--- src/rtl/fios_pkg.sv ---
// Shared definitions for the FIOS Montgomery multiplier and its result collector.
// The latency defaults match the multiplier's PE_DELAY derivation.
package fios_pkg;

    localparam int FIOS_WORD_WIDTH_DEF    = 17;
    localparam int FIOS_S_DEF             = 8;
    localparam int FIOS_START_LATENCY_DEF = 40;

    typedef enum logic [1:0] {
        ST_IDLE,
        ST_WAIT,
        ST_CAPTURE,
        ST_VALID
    } state_e;

    // Bit offset of word k inside a packed multi-word value.
    function automatic int word_offset(input int k, input int w);
        return k * w;
    endfunction

endpackage

--- src/rtl/fios_word_sub.sv ---
// Single-word subtract with borrow in/out, one slice of a word-serial a - b.
module fios_word_sub #(
    parameter int W = 17
) (
    input  logic [W-1:0] a_i,
    input  logic [W-1:0] b_i,
    input  logic         borrow_i,
    output logic [W-1:0] diff_o,
    output logic         borrow_o
);

    logic [W:0] d;

    // The extra top bit goes negative exactly when a borrow leaves this word.
    assign d        = {1'b0, a_i} - {1'b0, b_i} - {{W{1'b0}}, borrow_i};
    assign diff_o   = d[W-1:0];
    assign borrow_o = d[W];

endmodule

--- src/rtl/fios_res_collector.sv ---
// Collects the FIOS RES word stream into a packed result behind a valid/ready handshake.
// Define FIOS_FINAL_SUB_EN to apply the final conditional subtraction of p on the fly.
module fios_res_collector
    import fios_pkg::*;
#(
    parameter int WORD_WIDTH    = FIOS_WORD_WIDTH_DEF,
    parameter int s             = FIOS_S_DEF,
    parameter int START_LATENCY = FIOS_START_LATENCY_DEF
) (
    input  logic                    clock_i,
    input  logic                    reset_n_i,
    input  logic                    start_i,
    input  logic [WORD_WIDTH-1:0]   res_word_i,
    input  logic [s*WORD_WIDTH-1:0] p_i,
    output logic                    busy_o,
    output logic [s*WORD_WIDTH-1:0] res_o,
    output logic                    res_valid_o,
    input  logic                    res_ready_i
);

    localparam int RW    = s * WORD_WIDTH;
    localparam int LAT_W = $clog2(START_LATENCY + 1);
    localparam int CNT_W = $clog2(s + 1);

    state_e           state_q;
    logic [LAT_W-1:0] lat_q;
    logic [CNT_W-1:0] wcnt_q;
    logic             busy_q;
    logic             valid_q;
    logic [RW-1:0]    res_q;
    logic [RW-1:0]    words_q;
    logic [RW-1:0]    words_d;
    logic [RW-1:0]    result_d;
    int               off;

    assign off = word_offset(int'(wcnt_q), WORD_WIDTH);

    always_comb begin
        words_d                        = words_q;
        words_d[off +: WORD_WIDTH]     = res_word_i;
    end

`ifdef FIOS_FINAL_SUB_EN
    logic [RW-1:0]         diff_q;
    logic [RW-1:0]         diff_d;
    logic [WORD_WIDTH-1:0] dword;
    logic                  borrow_q;
    logic                  borrow_nx;

    fios_word_sub #(.W(WORD_WIDTH)) u_word_sub (
        .a_i      (res_word_i),
        .b_i      (p_i[off +: WORD_WIDTH]),
        .borrow_i (borrow_q),
        .diff_o   (dword),
        .borrow_o (borrow_nx)
    );

    always_comb begin
        diff_d                    = diff_q;
        diff_d[off +: WORD_WIDTH] = dword;
    end

    // Borrow sits at zero outside CAPTURE, so every capture starts clean.
    always_ff @(posedge clock_i or negedge reset_n_i) begin
        if (!reset_n_i)
            borrow_q <= 1'b0;
        else if (state_q == ST_CAPTURE)
            borrow_q <= borrow_nx;
        else
            borrow_q <= 1'b0;
    end

    always_ff @(posedge clock_i) begin
        if (state_q == ST_CAPTURE)
            diff_q <= diff_d;
    end

    // No borrow out of the top word means result >= p: take the difference.
    assign result_d = borrow_nx ? words_d : diff_d;
`else
    logic unused_p;
    assign unused_p = ^p_i;
    assign result_d = words_d;
`endif

    always_ff @(posedge clock_i) begin
        if (state_q == ST_CAPTURE)
            words_q <= words_d;
    end

    always_ff @(posedge clock_i or negedge reset_n_i) begin
        if (!reset_n_i) begin
            state_q <= ST_IDLE;
            lat_q   <= '0;
            wcnt_q  <= '0;
            busy_q  <= 1'b0;
            valid_q <= 1'b0;
            res_q   <= '0;
        end else begin
            case (state_q)
                ST_IDLE: begin
                    if (start_i) begin
                        busy_q <= 1'b1;
                        wcnt_q <= '0;
                        if (START_LATENCY == 1) begin
                            state_q <= ST_CAPTURE;
                        end else begin
                            state_q <= ST_WAIT;
                            lat_q   <= LAT_W'(START_LATENCY - 1);
                        end
                    end
                end
                ST_WAIT: begin
                    lat_q <= lat_q - LAT_W'(1);
                    if (lat_q == LAT_W'(1))
                        state_q <= ST_CAPTURE;
                end
                ST_CAPTURE: begin
                    wcnt_q <= wcnt_q + CNT_W'(1);
                    if (wcnt_q == CNT_W'(s - 1)) begin
                        state_q <= ST_VALID;
                        valid_q <= 1'b1;
                        res_q   <= result_d;
                    end
                end
                ST_VALID: begin
                    if (res_ready_i) begin
                        state_q <= ST_IDLE;
                        valid_q <= 1'b0;
                        busy_q  <= 1'b0;
                    end
                end
                default: state_q <= ST_IDLE;
            endcase
        end
    end

    assign busy_o      = busy_q;
    assign res_valid_o = valid_q;
    assign res_o       = res_q;

endmodule

--- config.mk ---
export PLATFORM = sky130hd
export DESIGN_NAME = fios_res_collector
export DESIGN_NICKNAME = d
export VERILOG_FILES = /design/src/rtl/fios_pkg.sv /design/src/rtl/fios_word_sub.sv /design/src/rtl/fios_res_collector.sv
export SDC_FILE = /design/constraint.sdc
export NUM_CORES = 1
export LEC_CHECK = 0
export BUFFER_PORTS_ARGS = -buffer_cell sky130_fd_sc_hd__buf_2
export CORE_MARGIN = 1
export CORE_UTILIZATION = 24
export CTS_BUF_LIST = sky130_fd_sc_hd__clkbuf_4
export DETAILED_ROUTE_END_ITERATION = 6
export PLACE_DENSITY = 0.5
export SYNTH_ARGS = -nofsm -noshare
export SYNTH_HDL_FRONTEND = slang
export SYNTH_SLANG_ARGS = --single-unit
export TNS_END_PERCENT = 20
--- constraint.sdc ---
create_clock -name clock_i -period 9.5 [get_ports clock_i]
set_input_delay 0.475 -clock clock_i [delete_from_list [all_inputs] [get_ports clock_i]]
set_output_delay 0.475 -clock clock_i [all_outputs]
set_load 0.01 [all_outputs]
==> metrics list <==
* Net load switching power: 1.45 mW
- Vias in the first global route: 8681
* Peak-usage layer in the global routing report: met2
- The Yosys step of the flow raised 0 warnings.
- The share of the Yosys chip area taken by registers is 0.639.
- Chip Width: 228 µm
- Synth Instances: 910
- Of the total power, combinational logic draws 0.263.
- The number of different library cells used by synthesis comes to 51.
* Post-synth net total: 1079
- The worst hold path passes through 3 cells.
- Clock root buffer: clkbuf_4
* Slew at the pin closest to its max-slew limit: 1.23 ns
* Clock-pin transition on the worst setup and hold timing paths: 0.07 ns
* DR pass1 iterations: 6
* GR Util met3: 0.0375
- Syn_area_per_cell: ~13 µm²
* Max-Cap Viols: 0
- Worst setup timing slack at the placement stage: 5.58 ns
- CP Max Fanout: 71
* CP required: 10.13 ns
- Number of setup buffers added after CTS: 0
- Cell internal power was estimated by the tool at 3.00 mW.
* Number of antenna violations at the first check in global routing: 2
- Total wire length: 38000 µm
- After detailed routing, the number of remaining DRC violations is 0.
- Most frequent standard cell in the layout excluding fill and tap cells: buf_2
* IO Count: 295
- Clock tree sinks: 286
- CP endpoint kind: register
* #FFs+latches synth: 286
* Core occupancy in the finished layout: 0.294
* Final critical path time including I/O delays and setup: 3.85 ns
* Most frequent cells in the layout: 157 x buf_2, 150 x dfrtp_1, 136 x edfxtp_1
* CTS H-tree depth: 3
- Number of cell rows: just over 80
- The finished cells cover ~0.015 mm².
- Initial core utilization: 0.244
* Crit Path Category: register to register
- Post-detailed-route via-to-cell ratio: between 4 and 5
* Slew margin rel.: 0.181
- Number of cell instances on the worst register-to-register path: 6
- Summed over all nets, the half-perimeter wirelength after detailed placement is about 23000 µm.
* Met1 layer usage reported by global route: 0.191
- Dividing the detail-routed wire length by the instance count gives 20.8 µm.
- After the flow finishes, the layout carries non-filler instances totaling ~1800.
* Power Dens Cells: 301 mW/mm²
- Switching share of total power: 0.326
* Cell Area, Synth: 0.0123 mm²
- Hold is met by around 0.13 ns.
- In the global route stage, overall resource usage came out at 0.144.
- Clock network power share: 0.271
- PortBufs: around 160
- In this run the critical register-to-register path is launched from state_q[0].
- Data arrival time of the worst path: approximately 4.5 ns
- TritonCTS built the clock tree.
* Setup repair after global routing missed its margin: false
- The first global-routing pass estimated ~57000 µm of wire.
- Of the total power, registers draw 0.466.
- Summed over all failing endpoints, the final setup total negative slack is 0 ns.
- At the end of routability-driven placement, the weighted congestion stood at 0.705.
* Total number of vias: 8583
- The critical path starts at state_q[0].
- Derived from the worst setup path, the maximum achievable clock frequency is 259 MHz.
- In this run, the number of DRC markers left after iteration 0 of detailed routing was roughly 700.
- Met2 usage: 0.227
* Worst setup slack after layout: 5.65 ns
- Static Leak: 5.92 nW
- The min-delay analysis places its worst path in the category input port to register.
- Number of max-slew violations in the final report: 0
- Clock buffers created by TritonCTS: 82
- Pwr Total: 4.46 mW
* Clock latency reported for the late side of the worst-skew pair: ~0.8 ns
* Total setup violations reported at the end of the flow: 0
* Ratio of cells with drive above 1 in the final layout: 0.368
* Clock Path Buffers: 3
* Area of the die: 0.0520 mm²
* Largest net degree at the start of global routing: 80
- Core area: about 0.050 mm²
- Global routing finished with a remaining overflow of 0.
- The placed instances occupy a cell area of 0.0137 mm².
- The count of final hold-check violations was 0.
* Number of instances in the placed design: 1667
* NumNets Final: 1252
* Kind of start point of the critical path: register
- Y dimension of the die: between 200 and 250 µm
- The run finished with clean final reports.
* Ratio of final minimum period to clock period: 0.406
- Compared with the post-synthesis result, the final layout area differs by 20.5%.
* Number of nets with antenna violations after routing: 0
- Hold path start: res_word_i[3]
- Post-Route Skew: a little under 0.06 ns
- The worst-case IR drop observed on VDD is about 120 µV.
==> power groups by stage <==
stage	clock (mW)	combinational (mW)	sequential, mW
5_1_grt	1.32	1.29	2.13
3_3_place_gp	0	1.16	2.09
3_5_place_dp	0	1.18	2.10
2_1_floorplan	0	0.724	2.12
4_1_cts	1.25	1.19	2.08
6_report	1.21	1.17	2.08
==> cell families after synthesis <==
family | after synthesis | synth area share
adders and majority gates | 12 | 0.0122
DFF | 286 | 0.639
buffers and inverters | 90 | 0.0330
AOI/OAI and AO/OA | 267 | 0.154
muxes | 105 | 0.0963
xor gates and xnor gates | 3 | 0.00214
and+or+nand+nor | 147 | 0.0631
==> state kept, by name, summed over array words and instances (netlist names) <==
| name | count |
|---|---|
| busy_o | 1 |
| lat_q | 6 |
| res_o | 136 |
| res_valid_o | 1 |
| state_q | 2 |
| wcnt_q | 4 |
| words_q | 136 |
==> timing repair <==
action	4_1_cts	5_1_grt
hold buffers	4	0
setup endpoints to repair	0	0
gates resized for setup	0	0
endpoints found under the hold margin	80	0
==> final timing paths <==
| check | endpoint | slack (ns) |
|---|---|---|
| max | res_o[3] | 5.65 |
| min | res_o[37] | 0.13 |
| min in group asynchronous | wcnt_q[1] | 0.36 |
| max in group asynchronous | res_o[23] | 7.60 |
| max reg2reg | res_o[3] | 5.65 |
| min reg2reg | res_o[107] | 0.49 |
==> worst max-delay path: stages (launching register included) <==
cell	delay, ns
dfrtp_1	0.41
inv_1	0.17
ha_4	0.15
buf_4	0.72
and4b_4	0.90
buf_4	0.81
mux2_2	0.42
==> cell usage after synthesis, drive strengths merged <==
| library cell | count | area, µm² |
|---|---|---|
| nand3b | 4 | 30.0 |
| o41ai | 2 | 32.5 |
| o22a | 1 | 8.76 |
| nor4b | 1 | 8.76 |
| or4 | 2 | 22.5 |
| mux2 | 104 | 1170 |
| nor2b | 2 | 12.5 |
| and2 | 2 | 12.5 |
| ha | 12 | 150 |
| buf | 26 | 164 |
| nand2b | 4 | 25.0 |
| a21bo | 1 | 10.0 |
| o21ai | 95 | 475 |
| nand4bb | 1 | 11.3 |
| nand2 | 62 | 233 |
| and3 | 22 | 138 |
| xnor2 | 2 | 17.5 |
| nor2 | 10 | 37.5 |
| nor4 | 3 | 25.0 |
| a31oi | 1 | 6.26 |
| or3 | 1 | 6.26 |
| a32o | 35 | 350 |
| nand3 | 21 | 105 |
| dfrtp | 150 | 3750 |
| o21a | 2 | 22.5 |
| a32oi | 1 | 8.76 |
| a22o | 53 | 464 |
| edfxtp | 136 | 4080 |
| a21o | 1 | 7.51 |
| nor3 | 4 | 30.0 |
| mux2i | 1 | 10.0 |
| a21boi | 1 | 7.51 |
| clkbuf | 56 | 211 |
| a22oi | 52 | 390 |
| and4b | 1 | 10.0 |
| a21oi | 22 | 110 |
| xor2 | 1 | 8.76 |
| nor3b | 4 | 35.0 |
| inv | 8 | 30.0 |
| nand4b | 3 | 32.5 |
==> area by class of cell <==
type | count | area, µm²
diodes | 1 | 2.50
clock buffers | 130 | 976
clock inverters | 21 | 115
fillers | 5229 | 35500
inverters | 8 | 30.0
multi-input cells | 534 | 4080
flip-flops and latches | 286 | 7840
well taps | 672 | 841
repair buffers | 171 | 905
==> routing by layer <==
metal	wire length, µm	up-vias
li1	-	3895
met2	17800	285
met4	489	0
met3	2560	31
met5	0	-
met1	17100	4372
No activity file was read; power rests on OpenSTA's default activity.
